===== src/rtl/fir_ctrl_pkg.sv =====
// Shared types and sizing helpers for the FIR control blocks.
package fir_ctrl_pkg;

   localparam int DEF_TAPS        = 128;
   localparam int DEF_NCH         = 4;
   localparam int DEF_TIMEOUT     = 512;
   localparam int DEF_RECOVER_CYC = 8;

   typedef enum logic [2:0] {
      S_IDLE,
      S_ARB,
      S_START,
      S_COMPUTE,
      S_RECOVER,
      S_COEFF
   } state_t;

   function automatic int cw_of(input int taps);
      return $clog2(taps) + 1;
   endfunction

   function automatic int chw_of(input int nch);
      return (nch > 1) ? $clog2(nch) : 1;
   endfunction

endpackage


===== src/rtl/rr_arbiter.sv =====
// Combinational round-robin arbiter: first request at or after ptr, wrapping.
module rr_arbiter
   import fir_ctrl_pkg::*;
#(
   parameter int N  = DEF_NCH,
   parameter int PW = chw_of(N)
) (
   input  logic [N-1:0]  req,
   input  logic [PW-1:0] ptr,
   output logic [N-1:0]  grant,
   output logic [PW-1:0] idx
);

   int unsigned c;
   logic        found;

   always_comb begin
      grant = '0;
      idx   = '0;
      found = 1'b0;
      c     = 0;
      for (int unsigned i = 0; i < N; i++) begin
         c = (32'(ptr) + i) % N;
         if (!found && req[c]) begin
            found    = 1'b1;
            grant[c] = 1'b1;
            idx      = PW'(c);
         end
      end
   end

endmodule


===== src/rtl/fir_mc_sequencer.sv =====
// Multi-channel FIR control: per-channel ping-pong fill tracking, round-robin
// dispatch to a shared DA engine, watchdog recovery and deferred coefficient updates.
module fir_mc_sequencer
   import fir_ctrl_pkg::*;
#(
   parameter int TAPS        = DEF_TAPS,
   parameter int NCH         = DEF_NCH,
   parameter int TIMEOUT     = DEF_TIMEOUT,
   parameter int RECOVER_CYC = DEF_RECOVER_CYC
) (
   input  logic                    clk,
   input  logic                    rst_n,
   input  logic                    sample_valid,
   input  logic [chw_of(NCH)-1:0]  sample_ch,
   input  logic                    coeff_prog,
   input  logic                    comp_done,
   input  logic                    err_clr,
   output logic                    start,
   output logic [chw_of(NCH)-1:0]  start_ch,
   output logic [NCH-1:0]          buf_sel,
   output logic                    coeff_ack,
   output logic                    busy,
   output logic                    timeout_err,
   output logic [NCH-1:0]          ovr_flags
);

   localparam int CW  = cw_of(TAPS);
   localparam int CHW = chw_of(NCH);
   localparam int TW  = $clog2(TIMEOUT + 1);
   localparam int RW  = $clog2(RECOVER_CYC + 1);

   state_t          state, state_next;
   logic [CW-1:0]   fill_cnt [NCH];
   logic [NCH-1:0]  pending, fill_done, job_sel, arb_grant, pend_set, pend_clr;
   logic [CHW-1:0]  rr_ptr, arb_idx, next_ptr;
   logic [TW-1:0]   wd;
   logic [RW-1:0]   rec_cnt;
   logic            wd_expired, rec_last, to_event;

   rr_arbiter #(.N(NCH), .PW(CHW)) u_arb (
      .req   (pending),
      .ptr   (rr_ptr),
      .grant (arb_grant),
      .idx   (arb_idx)
   );

   assign wd_expired = (wd == TW'(TIMEOUT - 1));
   assign rec_last   = (rec_cnt == RW'(RECOVER_CYC - 1));
   assign next_ptr   = (start_ch == CHW'(NCH - 1)) ? '0 : start_ch + 1'b1;
   assign to_event   = (state == S_COMPUTE) && !comp_done && wd_expired;

   always_comb begin
      fill_done = '0;
      job_sel   = '0;
      for (int unsigned c = 0; c < NCH; c++) begin
         fill_done[c] = sample_valid && (sample_ch == CHW'(c)) && (fill_cnt[c] == CW'(TAPS - 1));
         job_sel[c]   = (start_ch == CHW'(c));
      end
      pend_clr = (state == S_START) ? job_sel : '0;
      // A fill completing in the same cycle as the clear keeps its channel pending.
      pend_set = fill_done | (((state == S_RECOVER) && rec_last) ? job_sel : '0);
   end

   always_ff @(posedge clk or negedge rst_n) begin
      if (!rst_n) state <= S_IDLE;
      else        state <= state_next;
   end

   always_comb begin
      state_next = state;
      unique case (state)
         S_IDLE: begin
            if (coeff_prog)    state_next = S_COEFF;
            else if (|pending) state_next = S_ARB;
         end
         S_ARB:     state_next = (|arb_grant) ? S_START : S_IDLE;
         S_START:   state_next = S_COMPUTE;
         S_COMPUTE: begin
            if (comp_done)       state_next = S_IDLE;
            else if (wd_expired) state_next = S_RECOVER;
         end
         S_RECOVER: if (rec_last) state_next = S_IDLE;
         S_COEFF:   if (!coeff_prog) state_next = S_IDLE;
         default:   state_next = S_IDLE;
      endcase
   end

   always_ff @(posedge clk or negedge rst_n) begin
      if (!rst_n) begin
         for (int unsigned c = 0; c < NCH; c++) fill_cnt[c] <= '0;
         buf_sel     <= '0;
         pending     <= '0;
         ovr_flags   <= '0;
         timeout_err <= 1'b0;
         start_ch    <= '0;
         rr_ptr      <= '0;
         wd          <= '0;
         rec_cnt     <= '0;
      end else begin
         for (int unsigned c = 0; c < NCH; c++) begin
            if (sample_valid && (sample_ch == CHW'(c)))
               fill_cnt[c] <= fill_done[c] ? '0 : fill_cnt[c] + 1'b1;
         end
         buf_sel     <= buf_sel ^ fill_done;
         pending     <= (pending & ~pend_clr) | pend_set;
         ovr_flags   <= (err_clr ? '0 : ovr_flags) | (fill_done & pending);
         timeout_err <= (timeout_err & ~err_clr) | to_event;
         if ((state == S_ARB) && (|arb_grant)) start_ch <= arb_idx;
         if ((state == S_COMPUTE) && comp_done) rr_ptr <= next_ptr;
         wd      <= (state == S_COMPUTE) ? wd + 1'b1 : '0;
         rec_cnt <= (state == S_RECOVER) ? rec_cnt + 1'b1 : '0;
      end
   end

   assign start     = (state == S_START);
   assign coeff_ack = (state == S_COEFF);
   assign busy      = (state != S_IDLE);

endmodule


===== config.mk =====
export PLATFORM = sky130hd
export DESIGN_NAME = fir_mc_sequencer
export DESIGN_NICKNAME = d
export VERILOG_FILES = /design/src/rtl/fir_ctrl_pkg.sv /design/src/rtl/rr_arbiter.sv /design/src/rtl/fir_mc_sequencer.sv
export SDC_FILE = /design/constraint.sdc
export NUM_CORES = 1
export LEC_CHECK = 0
export CELL_PAD_IN_SITES_DETAIL_PLACEMENT = 2
export CELL_PAD_IN_SITES_GLOBAL_PLACEMENT = 2
export CORE_MARGIN = 2
export CORE_UTILIZATION = 39
export DETAILED_ROUTE_END_ITERATION = 7
export PLACE_DENSITY_LB_ADDON = 0.1
export SLEW_MARGIN = 10
export SYNTH_ARGS = -nofsm -noshare
export SYNTH_HDL_FRONTEND = slang
export SYNTH_SLANG_ARGS = --single-unit

===== constraint.sdc =====
create_clock -name clk -period 2.9 [get_ports clk]
set_input_delay 0.435 -clock clk [delete_from_list [all_inputs] [get_ports clk]]
set_output_delay 0.435 -clock clk [all_outputs]
set_load 0.03 [all_outputs]

==> results of run 1 <==
-- cell usage after synthesis, types with 3 or more instances --
library cell                n
sky130_fd_sc_hd__dfrtp_1   66
sky130_fd_sc_hd__a21oi_1    6
sky130_fd_sc_hd__and3b_1    3
sky130_fd_sc_hd__nor2_1    26
sky130_fd_sc_hd__and2_1     3
sky130_fd_sc_hd__xor2_1    13
sky130_fd_sc_hd__a221o_1    4
sky130_fd_sc_hd__and3_1     3
sky130_fd_sc_hd__nand4_1    7
sky130_fd_sc_hd__clkbuf_1   5
sky130_fd_sc_hd__ha_1      16
sky130_fd_sc_hd__nand2b_1   4
sky130_fd_sc_hd__or4_1      3
sky130_fd_sc_hd__nor3b_1    3
sky130_fd_sc_hd__nor3_1     8
sky130_fd_sc_hd__o41ai_1    3
sky130_fd_sc_hd__nand3_1   11
sky130_fd_sc_hd__mux4_2     3
sky130_fd_sc_hd__inv_1     19
sky130_fd_sc_hd__or3_1      9
sky130_fd_sc_hd__xnor2_1   18
sky130_fd_sc_hd__nand2_1   27
sky130_fd_sc_hd__nor3_2     3
sky130_fd_sc_hd__o31ai_1    3
sky130_fd_sc_hd__o21ai_0   13
sky130_fd_sc_hd__mux2_2     9
-- stage by stage --
| stage | instance area (µm²) | setup slack [ps] |
|---|---|---|
| finish | 3880 | 520 |
| global route | 3880 | 326 |
| CTS | 3880 | 495 |
| detailed placement | 3670 | 408 |
| global placement | 3670 | 558 |
| floorplan | 3330 | 659 |
-- worst max-delay path, delay by kind of cell (launching register included) --
kind / cells / cell delay [ps]
buffers and inverters: 1 / 150
adder cells (fa/ha/maj): 1 / 380
AND/OR/NAND/NOR: 2 / 220
multiplexers: 2 / 600
AO/OA/AOI/OAI: 1 / 340
flip-flops: 1 / 580
-- cells by family after synthesis --
group                    after synthesis  synth area share, %
multiplexers                          16                 6.34
flip-flops                            66                 49.5
buffers and inverters                 28                 3.49
AND/OR/NAND/NOR                      116                 18.2
adder cells (fa/ha/maj)               16                 6.01
XOR/XNOR                              31                 8.15
AO/OA/AOI/OAI                         39                 8.22
-- state kept, by name, summed over array words and instances (netlist names), 3 cells and up --
signal and count:
pending 4, fill_cnt 32, state 3, rec_cnt 4, wd 10, buf_sel 4
ovr_flags 4
-- worst max path at each step --
stage,startpoint,end,slack (ps)
2_1_floorplan,rr_ptr[0]$_DFFE_PN0P_,start_ch[0]$_DFFE_PN0P_,660
3_3_place_gp,sample_valid,fill_cnt[24]$_DFFE_PN0P_,560
3_5_place_dp,sample_valid,fill_cnt[24]$_DFFE_PN0P_,410
4_1_cts,rr_ptr[1]$_DFFE_PN0P_,start_ch[1]$_DFFE_PN0P_,500
5_1_grt,rr_ptr[1]$_DFFE_PN0P_,start_ch[1]$_DFFE_PN0P_,330
6_report,rr_ptr[1]$_DFFE_PN0P_,start_ch[1]$_DFFE_PN0P_,520
-- report_power, final --
group | internal (W) | switching, W | leakage [nW]
Combinational | 0.000233 | 0.000237 | 0.710
Sequential | 0.00107 | 0.000174 | 0.876
Clock | 0.000420 | 0.000376 | 0.0945
-- cell type report --
cell class | count | area, µm²
Clock buffer | 10 | 138
Clock inverter | 6 | 66.3
Fill cell | 876 | 4380
Inverter | 19 | 71.3
Multi-Input combinational cell | 218 | 1570
Sequential cell | 66 | 1650
Tap cell | 105 | 131
Timing Repair Buffer | 26 | 255
-- per-layer routing --
layer / routed length, µm / global-route usage (%) / up-vias
met4: 87 / 6.34 / 0
met1: 3510 / 24.0 / 1217
met2: 3850 / 32.1 / 24
li1: - / - / 1136
met5: 0 / 0 / -
met3: 195 / 4.50 / 8
==> impl_results.rst, run 1 <==
.. list-table::
   :header-rows: 1

   * - Metric
     - Value
   * - Run status
     - finished clean
   * - Count of pins over their slew limit
     - 0
   * - Total clock sinks
     - 66
   * - Clock buffer count from CTS
     - 9
   * - Post-layout utilization of the core
     - 47.0%
   * - Worst path max stage delay
     - 580 ps
   * - Antenna Diode Count
     - 0
   * - Core area
     - 8260 µm²
   * - Count of boundary I/O pins
     - 22
   * - # Post-CTS Setup Buffers
     - 0
   * - Part of the cycle the worst path needs
     - 82.1%
   * - Deepest level of the CTS H-tree
     - 3
   * - Starting utilization of the core area
     - 40.4%
   * - Min cycle time layout
     - 2380 ps
   * - Max clock buf depth
     - 2
   * - Maximum number of pins on one net before global-route repair
     - 67
   * - Yosys synthesis warning count
     - 0
   * - Setup repair after global routing missed its margin
     - false
   * - Hold Worst Slack
     - 102 ps
   * - Net count of the mapped netlist
     - 336
   * - Vertical die dimension
     - 96.5 µm
   * - Total of cells resized after clock tree synthesis
     - 0
   * - Number of max-cap violations
     - 0
   * - Fin Clk Skew
     - 8.09 ps
   * - Area contributors post-synth
     - sky130_fd_sc_hd__dfrtp_1 50%, sky130_fd_sc_hd__ha_1 6.0%, sky130_fd_sc_hd__xnor2_1 4.7%
   * - Number of standard cells after synthesis
     - 312
   * - Worst R2R Path Depth
     - 7
   * - Synthesis-to-finish area growth
     - 16.4%
   * - Slowest stage cell on the critical path
     - sky130_fd_sc_hd__dfrtp_1
   * - Largest fanout on the critical path
     - 11
   * - Clk root buf
     - sky130_fd_sc_hd__clkbuf_8
   * - Routed length per instance
     - 17.0 µm
   * - Dominant cell type by area after synthesis
     - sky130_fd_sc_hd__dfrtp_1
   * - Register-to-register setup slack
     - 520 ps
   * - Cells along the critical path
     - inv_1, ha_1, mux4_2, nor2b_2, nor2_2, o32ai_2, mux2_1
   * - Number of DRC markers in iteration 0
     - 99
   * - Worst hold path type
     - in2async
   * - Area share of the largest cell type after synthesis
     - 49.5%
   * - Share of layout cells above drive strength 1
     - 12.2%
   * - Count of flip-flops with a built-in enable after synthesis
     - 0
   * - Worst slew margin relative to its limit
     - 66.4%
   * - Avg Inst Size Synth
     - 10.7 µm²
   * - Highest Clock Rate
     - 420 MHz
   * - Startpoint Class
     - flop
   * - Total track usage
     - 19.0%
   * - NumNets Final
     - 364
   * - Highest ir drop seen on vdd
     - 0.000309 V
   * - Die Outline Area
     - 9300 µm²
   * - Number of remaining DRC errors
     - 0
   * - Pre-Repair DR Iteration Count
     - 4
   * - GRT Residual Overflow
     - 0
   * - Sequential-to-total area share from yosys stat
     - 49.5%
   * - Number of unique standard cell types used by synthesis
     - 47
   * - Post-DP HPWL
     - 5.49 mm
   * - Last weighted congestion value of the routability-driven placer
     - 0.725
   * - Leakage Power
     - 1.68 nW
   * - Count of hold-fix buffers inserted at cts
     - 0
   * - Most common cell after layout, fill and taps aside
     - sky130_fd_sc_hd__dfrtp_1
   * - Synth Flop Type
     - sky130_fd_sc_hd__dfrtp_1
   * - DIE WIDTH
     - 96.5 µm
   * - Worst-path clk slew
     - 80 ps
   * - Critical path start-end classification
     - reg2reg
   * - CTS tree
     - done
   * - Number of setup violations in the final report
     - 0
   * - Register bit count reported by yosys
     - 66
   * - Transition at the pin with the smallest max-transition slack
     - 500 ps
   * - Worst-Skew Late Latency
     - 340 ps
   * - Data arrival, critical path
     - 2610 ps
   * - Startpoint of the lowest-slack register-to-register path
     - rr_ptr[1]$_DFFE_PN0P_
   * - Setup TNS
     - 0 ps
   * - CP Data Required Time
     - 3130 ps
   * - Area of the mapped netlist
     - 3330 µm²
   * - Final instance count without filler cells
     - 450
   * - Via density per instance
     - 5.30
   * - Antenna violations before repair
     - 0
   * - Power per unit of standard cell area
     - 648 nW/µm²
   * - Endpoint of the lowest-slack register-to-register path
     - start_ch[1]$_DFFE_PN0P_
   * - Wire length after detailed routing
     - 7.64 mm
   * - Number of port buffers
     - 21
   * - Overall via count from detail_route
     - 2385
   * - Number of placed cells counting well taps
     - 434
   * - Total chip power
     - 0.00251 W
   * - Std-Cell Rows
     - 33
   * - Hold Vio Cnt, Final
     - 0
   * - Critical path capture point type
     - flop
   * - Routed Antenna Nets
     - 0
   * - First-pass GRT wire length
     - 13.2 mm
   * - Async SR Flop Fraction
     - 100%
   * - Number of global-route vias before repair
     - 2665
   * - Commonest cells after routing, fill and taps aside
     - 66 x sky130_fd_sc_hd__dfrtp_1, 27 x sky130_fd_sc_hd__nand2_1, 26 x sky130_fd_sc_hd__nor2_1, 20 x sky130_fd_sc_hd__clkdlybuf4s50_1, 19 x sky130_fd_sc_hd__inv_1
No activity file was read; power rests on OpenSTA's default activity.
==> run 2: changes to the inputs <==
CORE_UTILIZATION = 35   (was 39)
clock period = 2.1 ns   (was 2.9 ns; I/O delays follow)
==> impl_results.rst, run 2 (synthesis results as in run 1) <==
.. list-table::
   :header-rows: 1

   * - Metric
     - Value
   * - Run status
     - finished clean
   * - Final instance count without filler cells
     - 497
   * - Std-Cell Rows
     - 35
   * - Startpoint of the lowest-slack register-to-register path
     - rr_ptr[0]$_DFFE_PN0P_
   * - Total clock sinks
     - 66
   * - Total chip power
     - 0.00380 W
   * - Hold Vio Cnt, Final
     - 0
   * - Setup repair after global routing missed its margin
     - false
   * - Net switching power figure
     - 0.00116 W
   * - Max clock buf depth
     - 2
   * - Number of DRC markers in iteration 0
     - 29
   * - First-pass GRT wire length
     - 14.0 mm
   * - Flip-flop and latch area
     - 1650 µm²
   * - Clock buffer count from CTS
     - 9
   * - Power per unit of standard cell area
     - 908 nW/µm²
   * - Total track usage
     - 17.7%
   * - Non-Filler Cell Area, Final
     - 4180 µm²
   * - Largest fanout on the critical path
     - 6
   * - Max FFs per register
     - 32
   * - Clock group share of total power
     - 35.6%
   * - Number of remaining DRC errors
     - 0
   * - GRT Residual Overflow
     - 0
   * - Min cycle time layout
     - 2020 ps
   * - Worst R2R Path Depth
     - 5
   * - Number of global-route vias before repair
     - 2784
   * - Number of port buffers
     - 21
   * - Register-to-register setup slack
     - 80 ps
   * - Highest Clock Rate
     - 494 MHz
   * - Worst-Skew Late Latency
     - 350 ps
   * - Post-DP HPWL
     - 6.10 mm
   * - CP Data Required Time
     - 2320 ps
   * - Wire length after detailed routing
     - 8.28 mm
   * - Internal Dissipation
     - 0.00263 W
   * - Worst path max stage delay
     - 520 ps
   * - Worst-path clk slew
     - 90 ps
   * - Worst slew margin relative to its limit
     - 64.1%
   * - Largest register by flop count
     - fill_cnt
   * - Starting utilization of the core area
     - 36.1%
   * - Highest ir drop seen on vdd
     - 0.000398 V
   * - Data arrival, critical path
     - 2240 ps
   * - Vertical die dimension
     - 102 µm
   * - Leakage Power
     - 1.84 nW
   * - Die Outline Area
     - 10300 µm²
   * - Last weighted congestion value of the routability-driven placer
     - 0.730
   * - Post-layout utilization of the core
     - 45.2%
   * - Slowest stage cell on the critical path
     - sky130_fd_sc_hd__o41ai_1
   * - Synthesis-to-finish area growth
     - 25.4%
   * - Antenna violations before repair
     - 0
   * - Number of fillers in the final layout
     - 1004
   * - Transition at the pin with the smallest max-transition slack
     - 531 ps
   * - Count of pins over their slew limit
     - 0
   * - Most common cell after layout, fill and taps aside
     - sky130_fd_sc_hd__dfrtp_1
   * - Maximum number of pins on one net before global-route repair
     - 27
   * - Area of combinational cells with multiple inputs
     - 1620 µm²
   * - Cells along the critical path
     - buf_4, ha_1, o41ai_1, o32ai_4, or3_1
   * - Number of max-cap violations
     - 0
   * - Clk root buf
     - sky130_fd_sc_hd__clkbuf_8
   * - Core area
     - 9240 µm²
   * - Count of boundary I/O pins
     - 22
   * - Net switching share of the total power
     - 30.7%
   * - Logic pwr share
     - 19.3%
   * - Number of setup violations in the final report
     - 0
   * - Overall via count from detail_route
     - 2498
   * - Reg power frac
     - 45.2%
   * - Critical path capture point type
     - flop
   * - Via density per instance
     - 5.03
   * - Deepest level of the CTS H-tree
     - 3
   * - NumNets Final
     - 387
   * - Critical path start-end classification
     - reg2reg
   * - Endpoint of the lowest-slack register-to-register path
     - state[1]$_DFFE_PN0P_
   * - Routed Antenna Nets
     - 0
   * - Pre-Repair DR Iteration Count
     - 4
   * - Share of layout cells above drive strength 1
     - 19.3%
   * - Area post-placement
     - 3880 µm²
   * - Worst hold path type
     - in2async
   * - Registers with the most flip-flops
     - fill_cnt: 32 flops, wd: 10 flops
   * - DIE WIDTH
     - 102 µm
   * - CTS tree
     - done
   * - Number of placed cells counting well taps
     - 479
   * - Part of the cycle the worst path needs
     - 96.3%
   * - Commonest cells after routing, fill and taps aside
     - 66 x sky130_fd_sc_hd__dfrtp_1, 27 x sky130_fd_sc_hd__nand2_1, 26 x sky130_fd_sc_hd__nor2_1, 26 x sky130_fd_sc_hd__buf_4, 18 x sky130_fd_sc_hd__xnor2_1
   * - Antenna Diode Count
     - 0
   * - Routed length per instance
     - 16.7 µm
   * - Startpoint Class
     - flop
   * - Fin Clk Skew
     - 14.1 ps
[run 2: power by group through the flow]
stage                     logic [W]  clock network (W)  registers (W)
after floorplan            0.000500                  0        0.00166
after global placement     0.000694                  0        0.00172
after detailed placement   0.000729                  0        0.00174
after CTS                  0.000726            0.00140        0.00172
after global routing       0.000848            0.00145        0.00176
final                      0.000731            0.00135        0.00171
[run 2: critical path: cells and delay by family, from the launching register on]
kind	cells	cell delay, ps
compound gates	2	700
fa+ha+maj	1	230
buf+inv	1	170
flops	1	410
simple gates	1	390
[run 2: repair_timing]
action                                  4_1_cts  5_1_grt
endpoints found under the hold margin        16        0
pin swaps                                     1        4
gates resized for setup                       3        7
buffers inserted                              0        1
hold buffers                                  1        0
endpoints found under the setup margin        5        3
cloned                                        0        0
[run 2: area by class of cell]
type,instances,share of cell area [%]
Clock buffer,9,2.96
Timing Repair Buffer,49,10.2
Tap cell,129,3.86
Clock inverter,7,2.99
Multi-Input combinational cell,218,38.8
Sequential cell,66,39.5
Inverter,19,1.71
[run 2: worst max-delay path by stage]
stage,slack [ps],cells after the start,end,start
floorplan,30,8,start_ch[0]$_DFFE_PN0P_,rr_ptr[0]$_DFFE_PN0P_
global placement,80,6,buf_sel[3]$_DFF_PN0_,sample_ch[1]
detailed placement,-30,6,buf_sel[3]$_DFF_PN0_,sample_ch[1]
CTS,6,7,start_ch[0]$_DFFE_PN0P_,rr_ptr[1]$_DFFE_PN0P_
global route,8,5,state[1]$_DFFE_PN0P_,rr_ptr[1]$_DFFE_PN0P_
finish,80,5,state[1]$_DFFE_PN0P_,rr_ptr[0]$_DFFE_PN0P_
[run 2: through the flow]
stage          setup TNS [ps]  setup WS, ps  hold slack [ps]
2_1_floorplan               0          33.1             19.4
3_3_place_gp                0          75.7              317
3_5_place_dp            -52.1         -31.1              321
4_1_cts                     0          6.31              467
5_1_grt                     0          7.71              490
6_report                    0          77.2              461
[run 2: per-layer routing]
metal / up-vias / global-route usage (%) / part of all wire, %
li1: 1186 / - / -
met1: 1281 / 22.9 / 45
met2: 25 / 29.6 / 51
met3: 6 / 4.49 / 2.4
met4: 0 / 4.68 / 1.2
met5: - / 0 / 0
==> run 3: changes to the inputs <==
CORE_ASPECT_RATIO = 0.5   (was unset)
GPL_TIMING_DRIVEN = 1   (was unset)
==> impl_results.rst, run 3 (synthesis results as in run 1) <==
.. list-table::
   :header-rows: 1

   * - Metric
     - Value
   * - Run status
     - finished with violations
   * - Failing checks
     - hold timing
   * - Fin Clk Skew
     - 7.65 ps
   * - Worst path top cell family by delay
     - multiplexers
   * - Total chip power
     - 0.00396 W
   * - Clk root buf
     - sky130_fd_sc_hd__clkbuf_16
   * - Routed length per instance
     - 17.4 µm
   * - Most common cell after layout, fill and taps aside
     - sky130_fd_sc_hd__dfrtp_1
   * - Hold Vio Cnt, Final
     - 1
   * - Flip-flop and latch area
     - 1650 µm²
   * - Worst-Skew Late Latency
     - 330 ps
   * - Data arrival, critical path
     - 2210 ps
   * - Leakage Power
     - 1.85 nW
   * - Area of combinational cells with multiple inputs
     - 1620 µm²
   * - Worst-path clk slew
     - 60 ps
   * - Max clock buf depth
     - 2
   * - Overall via count from detail_route
     - 2505
   * - Hold Worst Slack
     - -3.19 ps
   * - Routed Antenna Nets
     - 0
   * - Vertical die dimension
     - 73.0 µm
   * - Total track usage
     - 18.3%
   * - Part of the cycle the worst path needs
     - 94.8%
   * - Setup TNS
     - 0 ps
   * - Number of DRC markers in iteration 0
     - 49
   * - Number of fillers in the final layout
     - 978
   * - Deepest level of the CTS H-tree
     - 3
   * - GRT Residual Overflow
     - 0
   * - Maximum number of pins on one net before global-route repair
     - 67
   * - Starting utilization of the core area
     - 35.6%
   * - Worst path max stage delay
     - 580 ps
   * - Slowest stage cell on the critical path
     - sky130_fd_sc_hd__mux4_2
   * - Std-Cell Rows
     - 25
   * - Clock buffer count from CTS
     - 9
   * - Wire length after detailed routing
     - 8.45 mm
   * - Setup repair after global routing missed its margin
     - false
   * - Number of global-route vias before repair
     - 2875
   * - Registers with the most flip-flops
     - fill_cnt: 32 flops, wd: 10 flops
   * - Number of port buffers
     - 21
   * - Power per unit of standard cell area
     - 945 nW/µm²
   * - Synthesis-to-finish area growth
     - 25.8%
   * - Die Outline Area
     - 10400 µm²
   * - Count of pins over their slew limit
     - 0
   * - DIE WIDTH
     - 142 µm
   * - Min cycle time layout
     - 1990 ps
   * - Commonest cells after routing, fill and taps aside
     - 66 x sky130_fd_sc_hd__dfrtp_1, 27 x sky130_fd_sc_hd__nand2_1, 26 x sky130_fd_sc_hd__nor2_1, 25 x sky130_fd_sc_hd__buf_4, 18 x sky130_fd_sc_hd__xnor2_1
   * - Post-DP HPWL
     - 6.07 mm
   * - Worst hold path type
     - in2async
   * - Max FFs per register
     - 32
   * - Total clock sinks
     - 66
   * - Number of max-cap violations
     - 0
   * - Transition at the pin with the smallest max-transition slack
     - 438 ps
   * - First-pass GRT wire length
     - 14.4 mm
   * - Largest fanout on the critical path
     - 4
   * - Pre-Repair DR Iteration Count
     - 4
   * - CP Data Required Time
     - 2320 ps
   * - Highest ir drop seen on vdd
     - 0.000467 V
   * - Number of setup violations in the final report
     - 0
   * - Core area
     - 9350 µm²
   * - Number of buffers and inverters on the critical path
     - 0
   * - CTS tree
     - done
   * - Startpoint Class
     - flop
   * - Antenna violations before repair
     - 0
   * - Share of layout cells above drive strength 1
     - 18.6%
   * - Number of remaining DRC errors
     - 0
   * - Cells along the critical path
     - mux4_2, nor2b_2, nor2_4, o32ai_4, mux2_1
   * - Last weighted congestion value of the routability-driven placer
     - 0.751
   * - Critical path capture point type
     - flop
   * - NumNets Final
     - 385
   * - Via density per instance
     - 5.15
   * - Count of boundary I/O pins
     - 22
   * - Highest Clock Rate
     - 502 MHz
   * - Largest register by flop count
     - fill_cnt
   * - Critical path start-end classification
     - reg2reg
   * - Worst slew margin relative to its limit
     - 70.5%
   * - Antenna Diode Count
     - 0
==> run 3: cell count changes in the layout (fill, tap and decap cells not counted), moves of 2 or more <==
cell	before	now
sky130_fd_sc_hd__clkinv_2	0	2
sky130_fd_sc_hd__clkinv_4	3	0
sky130_fd_sc_hd__bufinv_16	3	1
sky130_fd_sc_hd__clkbuf_16	0	9
sky130_fd_sc_hd__clkbuf_1	0	2
sky130_fd_sc_hd__clkbuf_8	9	1
==> run 3: report_power, final <==
group,switching [W],internal [W]
combinational,0.000386,0.000356
clock,0.000556,0.000941
sequential,0.000240,0.00148
total,0.00118,0.00278
==> run 3: final cells by class <==
cell class | count | area share [%]
multi-input combinational | 218 | 38.7
inverter | 19 | 1.70
tap | 121 | 3.61
sequential | 66 | 39.4
timing repair buffer | 47 | 9.76
clock buffer | 12 | 5.88
clock inverter | 3 | 0.955
==> run 3: repair_timing <==
item                                   in CTS  in global routing
pin swaps                                   0                  1
setup endpoints to repair                   3                  3
hold buffers                                0                  0
endpoints found under the hold margin       0                  0
setup buffers                               0                  2
resized for setup                           3                  7
==> run 3: final timing paths <==
path	startpoint	to	slack, ps	cells past startpoint
worst max-delay path	rr_ptr[1]$_DFFE_PN0P_	start_ch[0]$_DFFE_PN0P_	110	5
worst min-delay path	rst_n	fill_cnt[31]$_DFFE_PN0P_	-3	2
worst max register to register	rr_ptr[1]$_DFFE_PN0P_	start_ch[0]$_DFFE_PN0P_	110	5
worst min register to register	rec_cnt[0]$_DFF_PN0_	rec_cnt[0]$_DFF_PN0_	460	1
max in group asynchronous	rst_n	fill_cnt[21]$_DFFE_PN0P_	1810	2
min in group clk	rec_cnt[0]$_DFF_PN0_	rec_cnt[0]$_DFF_PN0_	460	1
==> run 3: per-layer routing <==
layer  part of all wire (%)  track usage (%)  vias to the layer above  wire length (µm)
met1                     45             21.9                     1290              3810
met4                   0.90             6.44                        0                76
li1                       -                -                     1186                 -
met3                    3.1             5.58                        5               266
met5                      0                0                        -                 0
met2                     51             31.7                       24              4300
==> run 3: through the flow <==
step / cells / area, µm² / util (%) / setup slack (ps)
2_1_floorplan: 312 / 3350 / - / 33.1
3_3_place_gp: 469 / 3850 / 41.2 / 129
3_5_place_dp: 469 / 3850 / 41.2 / 58.9
4_1_cts: 484 / 4140 / 44.2 / 34.4
5_1_grt: 486 / 4190 / 44.8 / 6.08
6_report: 486 / 4190 / 44.8 / 109
